**config.mk**
```make
export PLATFORM = sky130hd
export DESIGN_NAME = uart_tx_arbiter
export DESIGN_NICKNAME = d
export VERILOG_FILES = /design/src/rtl/uart_tx_arbiter.sv
export SDC_FILE = /design/constraint.sdc
export NUM_CORES = 1
export LEC_CHECK = 0
export ABC_CLOCK_PERIOD_IN_PS = 2300
export CAP_MARGIN = 15
export CORE_ASPECT_RATIO = 1.75
export CORE_MARGIN = 1.5
export CORE_UTILIZATION = 41
export CTS_BUF_LIST = sky130_fd_sc_hd__clkbuf_2
export CTS_CLUSTER_DIAMETER = 150
export DETAILED_ROUTE_END_ITERATION = 16
export PLACE_DENSITY = 0.82
export SLEW_MARGIN = 10
export SYNTH_ARGS = -nofsm -noshare
export SYNTH_HDL_FRONTEND = slang
export SYNTH_SLANG_ARGS = --single-unit
```
**constraint.sdc**
```tcl
create_clock -name i_clk -period 2.3 [get_ports i_clk]
set_clock_uncertainty 0.2 [all_clocks]
set_input_delay 0.46 -clock i_clk [delete_from_list [all_inputs] [get_ports i_clk]]
set_output_delay 0.46 -clock i_clk [all_outputs]
set_load 0.1 [all_outputs]
```
**src/rtl/uart_tx_arbiter.sv**
```systemverilog
// Packet-granular round-robin arbiter sharing one uart_tx between NUM_REQ byte streams.
// Optional stall watchdog: define UART_ARB_TIMEOUT_EN to force-release a stalled owner.
module uart_tx_arbiter #(
    parameter int NUM_REQ        = 4,
    parameter int TIMEOUT_CYCLES = 1_000_000
) (
    input  logic                 i_clk,
    input  logic                 i_rst_n,
    input  logic [NUM_REQ-1:0]   i_req_valid,
    input  logic [8*NUM_REQ-1:0] i_req_data,
    input  logic [NUM_REQ-1:0]   i_req_last,
    output logic [NUM_REQ-1:0]   o_req_ready,
    output logic                 o_tx_start,
    output logic [7:0]           o_tx_data,
    input  logic                 i_tx_busy,
    output logic                 o_busy,
    output logic [((NUM_REQ > 1) ? $clog2(NUM_REQ) : 1)-1:0] o_owner,
    output logic                 o_timeout
);

    localparam int OW = (NUM_REQ > 1) ? $clog2(NUM_REQ) : 1;

    typedef enum logic [2:0] {IDLE, ACCEPT, SEND, GUARD, DRAIN} state_t;

    state_t        state, state_nxt;
    logic [OW-1:0] owner, last_owner, pick;
    logic          any_valid;
    logic          hs;
    logic          last_q;
    logic          to_hit;
    int            idx;

    // First valid requester searching upward from last_owner+1, wrapping.
    always_comb begin
        pick      = '0;
        any_valid = 1'b0;
        idx       = 0;
        for (int i = 1; i <= NUM_REQ; i++) begin
            idx = int'(last_owner) + i;
            if (idx >= NUM_REQ) idx = idx - NUM_REQ;
            if (!any_valid && i_req_valid[idx]) begin
                any_valid = 1'b1;
                pick      = OW'(idx);
            end
        end
    end

    always_comb begin
        o_req_ready = '0;
        if (state == ACCEPT && !i_tx_busy) o_req_ready[owner] = 1'b1;
    end

    assign hs = |(o_req_ready & i_req_valid);

`ifdef UART_ARB_TIMEOUT_EN
    localparam int CW = (TIMEOUT_CYCLES > 1) ? $clog2(TIMEOUT_CYCLES) : 1;

    logic [CW-1:0] stall_cnt;
    logic          timeout_q;

    // Any cycle outside ACCEPT clears the count, so every ACCEPT entry starts at zero.
    always_ff @(posedge i_clk or negedge i_rst_n) begin
        if (!i_rst_n) begin
            stall_cnt <= '0;
            timeout_q <= 1'b0;
        end else begin
            timeout_q <= to_hit;
            if (state != ACCEPT || hs) stall_cnt <= '0;
            else                       stall_cnt <= stall_cnt + CW'(1);
        end
    end

    assign to_hit    = (state == ACCEPT) && !hs && (stall_cnt == CW'(TIMEOUT_CYCLES - 1));
    assign o_timeout = timeout_q;
`else
    assign to_hit    = 1'b0;
    // Constant 0 for any legal TIMEOUT_CYCLES; a misconfigured value shows as a stuck flag.
    assign o_timeout = (TIMEOUT_CYCLES < 2);
`endif

    always_comb begin
        state_nxt = state;
        case (state)
            IDLE:    if (any_valid) state_nxt = ACCEPT;
            ACCEPT:  begin
                if (hs)          state_nxt = SEND;
                else if (to_hit) state_nxt = IDLE;
            end
            SEND:    state_nxt = GUARD;
            GUARD:   state_nxt = DRAIN;
            DRAIN:   if (!i_tx_busy) state_nxt = last_q ? IDLE : ACCEPT;
            default: state_nxt = IDLE;
        endcase
    end

    always_ff @(posedge i_clk or negedge i_rst_n) begin
        if (!i_rst_n) begin
            state      <= IDLE;
            owner      <= '0;
            last_owner <= OW'(NUM_REQ - 1);
            last_q     <= 1'b0;
            o_tx_data  <= '0;
        end else begin
            state <= state_nxt;
            if (state == IDLE && any_valid) owner <= pick;
            if (hs) begin
                o_tx_data <= i_req_data[{owner, 3'b000} +: 8];
                last_q    <= i_req_last[owner];
            end
            if ((state == DRAIN && !i_tx_busy && last_q) || to_hit) last_owner <= owner;
        end
    end

    assign o_tx_start = (state == SEND);
    assign o_busy     = (state != IDLE);
    assign o_owner    = owner;

endmodule
```
; ---- After elaboration in Yosys (flattened, before gate mapping)
; Cells that the tools add are included.
[word_totals]
out_inout_bits = 17
elab_cells = 82
inputBits = 43
regBits = 16
[op_classes]
n_lt_le_gt_ge = 10
eq_ne = 7
n_shift = 1
reduce_logical = 16
muxes = 34
add_sub_neg = 8
bitwise = 1
[ops]
columns = op, count
row1 = 32-bit by 4-bit < comparator with 1-bit output (second input constant), 4
row2 = 32-bit 2-to-1 mux, 4
row3 = 32-bit by 6-bit variable part select with 8-bit output, 1
row4 = 1-bit 2-to-1 mux, 15
row5 = 3-bit one-hot mux with 5 select lines, 1
row6 = 3-bit by 3-bit subtractor with 4-bit output (second input constant), 3
row7 = 1-bit binary-select mux with 2-bit select, 5
row8 = 3-bit >= comparator (second input constant), 3
row9 = 3-bit 2-to-1 mux, 3
row10 = 1-bit logical AND, 8
row11 = 2-bit 2-to-1 mux, 4
row12 = 2-bit by 2-bit adder with 3-bit output (second input constant), 2
row13 = 3-bit by 2-bit == test with 1-bit output (second input constant), 2
row14 = 2-bit != test (second input constant), 3
row15 = 4-bit by 3-bit subtractor with 5-bit output (second input constant), 1
row16 = 2-bit by 3-bit adder with 4-bit output (second input constant), 1
row17 = 4-bit AND, 1
row18 = 4-bit by 3-bit >= comparator with 1-bit output (second input constant), 1
row19 = 1-bit zero test, 4
row20 = 4-bit 2-to-1 mux, 1
row21 = 4-bit OR reduction, 1
row22 = 2-bit by 1-bit adder with 3-bit output (second input constant), 1
row23 = 3-bit by 1-bit == test with 1-bit output (second input constant), 1
row24 = 3-bit == test (second input constant), 1
row25 = 6 further kinds, 6

; ---- Logic depth before layout (Yosys ltp)
[depth]
ltp_word = 18
ltp_mapped = 6
mapped_depth_nobuf = 4

; ---- Worst setup path after synthesis
; Ideal clock, no wire load.
[synth_path]
path_kind = reg-to-output
start = register owner[1], in the netlist o_owner[1]
end = output port o_req_ready[0]
arrival_ns = 2.647
n_path_buf = 2
path_stages_with_launch = 4
slack_ns = -1.007
required_ns = 1.640
path_cell_list = dfrtp_1 -> buf_4 -> buf_1 -> nor2b_1
[synth_via]
elab_chain_len = 5
word_cells_on_any_way = 6
classes_between = order compare: 2 / mux: 3 / reduce/logical: 1
[synth_lines]
columns = element, line
row1 = "start, declared", 26  ; logic [OW-1:0] owner, last_owner, pick;
row2 = "start signal, assigned", 105  ; if (state == IDLE && any_valid) owner <= pick;
row3 = 2-bit by 3-bit < comparator with 1-bit output (implied by the code) or 2-bit by 1-bit >= comparator with 1-bit output (tied branches), 50  ; if (state == ACCEPT && !i_tx_busy) o_req_ready[owner] = 1'b1;
row4 = 1-bit logical AND (implied by the code), 50
row5 = 1-bit 2-to-1 mux (implied by the code), 50
row6 = 1-bit demux with 2-bit select *, 50
row7 = 4-bit 2-to-1 mux *, 50
row8 = "end, declared", 12  ; output logic [NUM_REQ-1:0] o_req_ready,
; Every way passes the cells marked *; elsewhere a longest branch is shown, timed or not.

; ---- Worst setup path in the final report
[layout_path]
start = register state[2]
end = output port o_req_ready[0]
[layout_via]
elab_chain_len = 3
[layout_lines]
columns = element, line
row1 = "start, declared", 25  ; state_t state, state_nxt;
row2 = "start signal, assigned", 104  ; state <= state_nxt;
row3 = 3-bit by 1-bit == test with 1-bit output, 50
row4 = 1-bit logical AND, 50
row5 = 4-bit 2-to-1 mux, 50
; Every way passes these cells.

==> qor.txt <==
Hold Fails Final Rpt -> 0
Area delta synth->final -> 69.9%
Drt initial violations -> 44
Clock sinks -> 16
I/O Pins -> 60
Share of cells above drive strength 1 -> 26.7%
Hold-fix buffers, CTS -> 0
Global route overflow -> 0
Standard cell core area -> 2690 um2
IO buf count -> 58
Gate Count Post-Synth -> 125
Ys async rst share -> 100%
First-pass GRT wire length -> 5660 um
Static Leakage -> 0.822 nW
Via density -> 5.74
Largest net degree at the start of global routing -> 17
RSZ-0062 raised after global routing -> true
Outcome -> finished clean
Post-Synth Simple-Gate Area -> 20.6%
CTS tree -> built
Ys Warns -> 0
Die height -> 73.4 um
Crit Path Max Fanout -> 3
Synth Area in XOR/XNOR -> 0%
Dpl cell area -> 1920 um2
Crit Path Class -> flop to output port
Total GRT Usage -> 23.5%
Gpl congestion -> 0.813
Commonest cells after routing, fill and taps aside -> clkdlybuf4s50_1, buf_4, mux2i_1
Post-synthesis mux area share -> 20.3%
Max Clk Rate -> 443 MHz
Die Wd -> 43.2 um
Synthesized net count -> 168
Peak supply drop -> 776 uV
Final Cell Area -> 1970 um2
Synth cell types -> 37
Top-area cell type share of the netlist area -> 30.2%
Sequential cell area fraction in the yosys report -> 34.7%
Final nets -> 239
WP data required -> 1640 ps
H-tree depth -> 1
Clock Latency Late Sink -> 300 ps
N_diodes -> 0
Site Rows -> 25
Mapped cell area -> 1160 um2
Max-capacitance violation count -> 0
Startpoint Class -> flop
Power density over cell area -> 1450 nW/um2
Vias post-DR -> 1,274
Part of the cycle the worst path needs -> 98.1%
Main combinational cell family by area after synthesis -> simple AND/OR/NAND/NOR gates
DRT antenna net count -> 0
Num CTS Buffers -> 3
Predominant post-synthesis flop cell -> dfrtp_1
Max-slew violations -> 0
Flop and latch count out of synthesis -> 16
Hold WC Path Type -> input port to asynchronous set/reset pin
DRC -> 0
Compound-Gate Fraction of Synth Area -> 20.3%
Drt pass-1 iters -> 4
Full die area -> 3170 um2
Adder-cell area share of the yosys netlist -> 0%
Hold_ws -> 250 ps
Ranking of synthesized cells by area -> dfrtp_1, mux2i_1, a221o_1, o21ai_0, dfstp_2
Vias in the first global route -> 1,252
Worst-path clk slew -> 160 ps
HPWL reported at the end of detailed placement -> 2780 um
Synth area leader -> dfrtp_1
Commonest non-fill, non-tap cell in the layout -> clkdlybuf4s50_1
Root Driver -> clkbuf_2
Crit. End Element -> output port
WL final -> 3510 um
Wire per inst -> 15.8 um
EDFF count, synth -> 0
Setup violators final -> 0
Syn avg cell area -> 9.28 um2
Initial antenna violation count -> 0
Longest Clk Path Bufs -> 2
Starting Density -> 43.1%
Critical path arrival -> 1600 ps
Final min period -> 2260 ps
## logic make-up after synthesis
| group | count (synthesis) |
|---|---|
| compound gates | 32 |
| other cells | 1 |
| simple gates | 45 |
| flops | 16 |
| mux | 22 |
| buf+inv | 9 |
## repair_timing
action / 4_1_cts / 5_1_grt
endpoints found under the setup margin: 4 / 2
buffers inserted: 2 / 2
pin swaps: 1 / 0
resized for setup: 4 / 1
## registers in the layout (all words and copies together) (netlist names)
name / cells
last_owner: 2
o_tx_data: 8
last_q: 1
o_owner: 2
state: 3
## critical path: stages, from the launching register on
cell and delay (ps):
dfrtp_2 460, nor4b_4 300, and2_1 200, nor2b_4 170, buf_12 180
## final timing paths
| check | depth (start not counted) | startpoint | slack, ps | to |
|---|---|---|---|---|
| min | 2 | i_rst_n | 250 | o_tx_data[4]$_DFFE_PN0P_ |
| min in group i_clk | 2 | last_owner[0]$_DFFE_PN1P_ | 330 | last_owner[0]$_DFFE_PN1P_ |
| min reg2reg | 2 | last_owner[0]$_DFFE_PN1P_ | 330 | last_owner[0]$_DFFE_PN1P_ |
| max reg2reg | 6 | state[0]$_DFFE_PN0P_ | 370 | o_tx_data[1]$_DFFE_PN0P_ |
| max in group asynchronous | 2 | i_rst_n | 1390 | last_owner[1]$_DFFE_PN1P_ |
| max | 4 | state[2]$_DFFE_PN0P_ | 40 | o_req_ready[0] |
## per-layer routing
metal  wire (um)  global-route usage [%]  vias up
met5           0                       0        -
met4          63                    8.42        0
met3         132                    2.70        6
met2        2000                    43.6       48
met1        1310                    26.9      615
li1            -                       -      605
## through the flow
step	util [%]	instances	setup WS [ps]	power, mW	TNS, ps
after floorplan	-	125	3.46	2.06	0
after global placement	71.2	214	-77.2	2.63	-275
after detailed placement	71.2	214	-104	2.68	-470
after CTS	72.6	220	22.0	2.85	0
after global routing	73.3	222	-31.2	2.99	-31.2
final	73.3	222	42.9	2.86	0
## power breakdown
part	switching (mW)	total (mW)	internal [mW]	leakage, nW
clock	0.0918	0.138	0.0461	0.0166
sequential	0.152	0.584	0.432	0.176
combinational	1.37	2.14	0.772	0.630
## area by class of cell
type                            count  area (um2)
Clock buffer                        4        20.0
Fill cell                         203         719
Multi-Input combinational cell    100         752
Tap cell                           27        33.8
Sequential cell                    16         409
Timing Repair Buffer               72         744
Inverter                            3        11.3
## synth_stat cells, types with 2 or more instances
cell type  number
mux2i_1        19
dfrtp_1        14
nand2_1        13
nor2_1         12
o21ai_0        11
a221o_1         8
inv_1           3
nand2b_1        3
a21oi_1         2
a22o_1          2
a22oi_1         2
and2_1          2
and3_1          2
buf_2           2
buf_4           2
dfstp_2         2
mux2_2          2
nand3_1         2
nor2b_1         2
nor3_1          2
o211ai_1        2
Note: power is estimated with default switching activity, not from simulation.
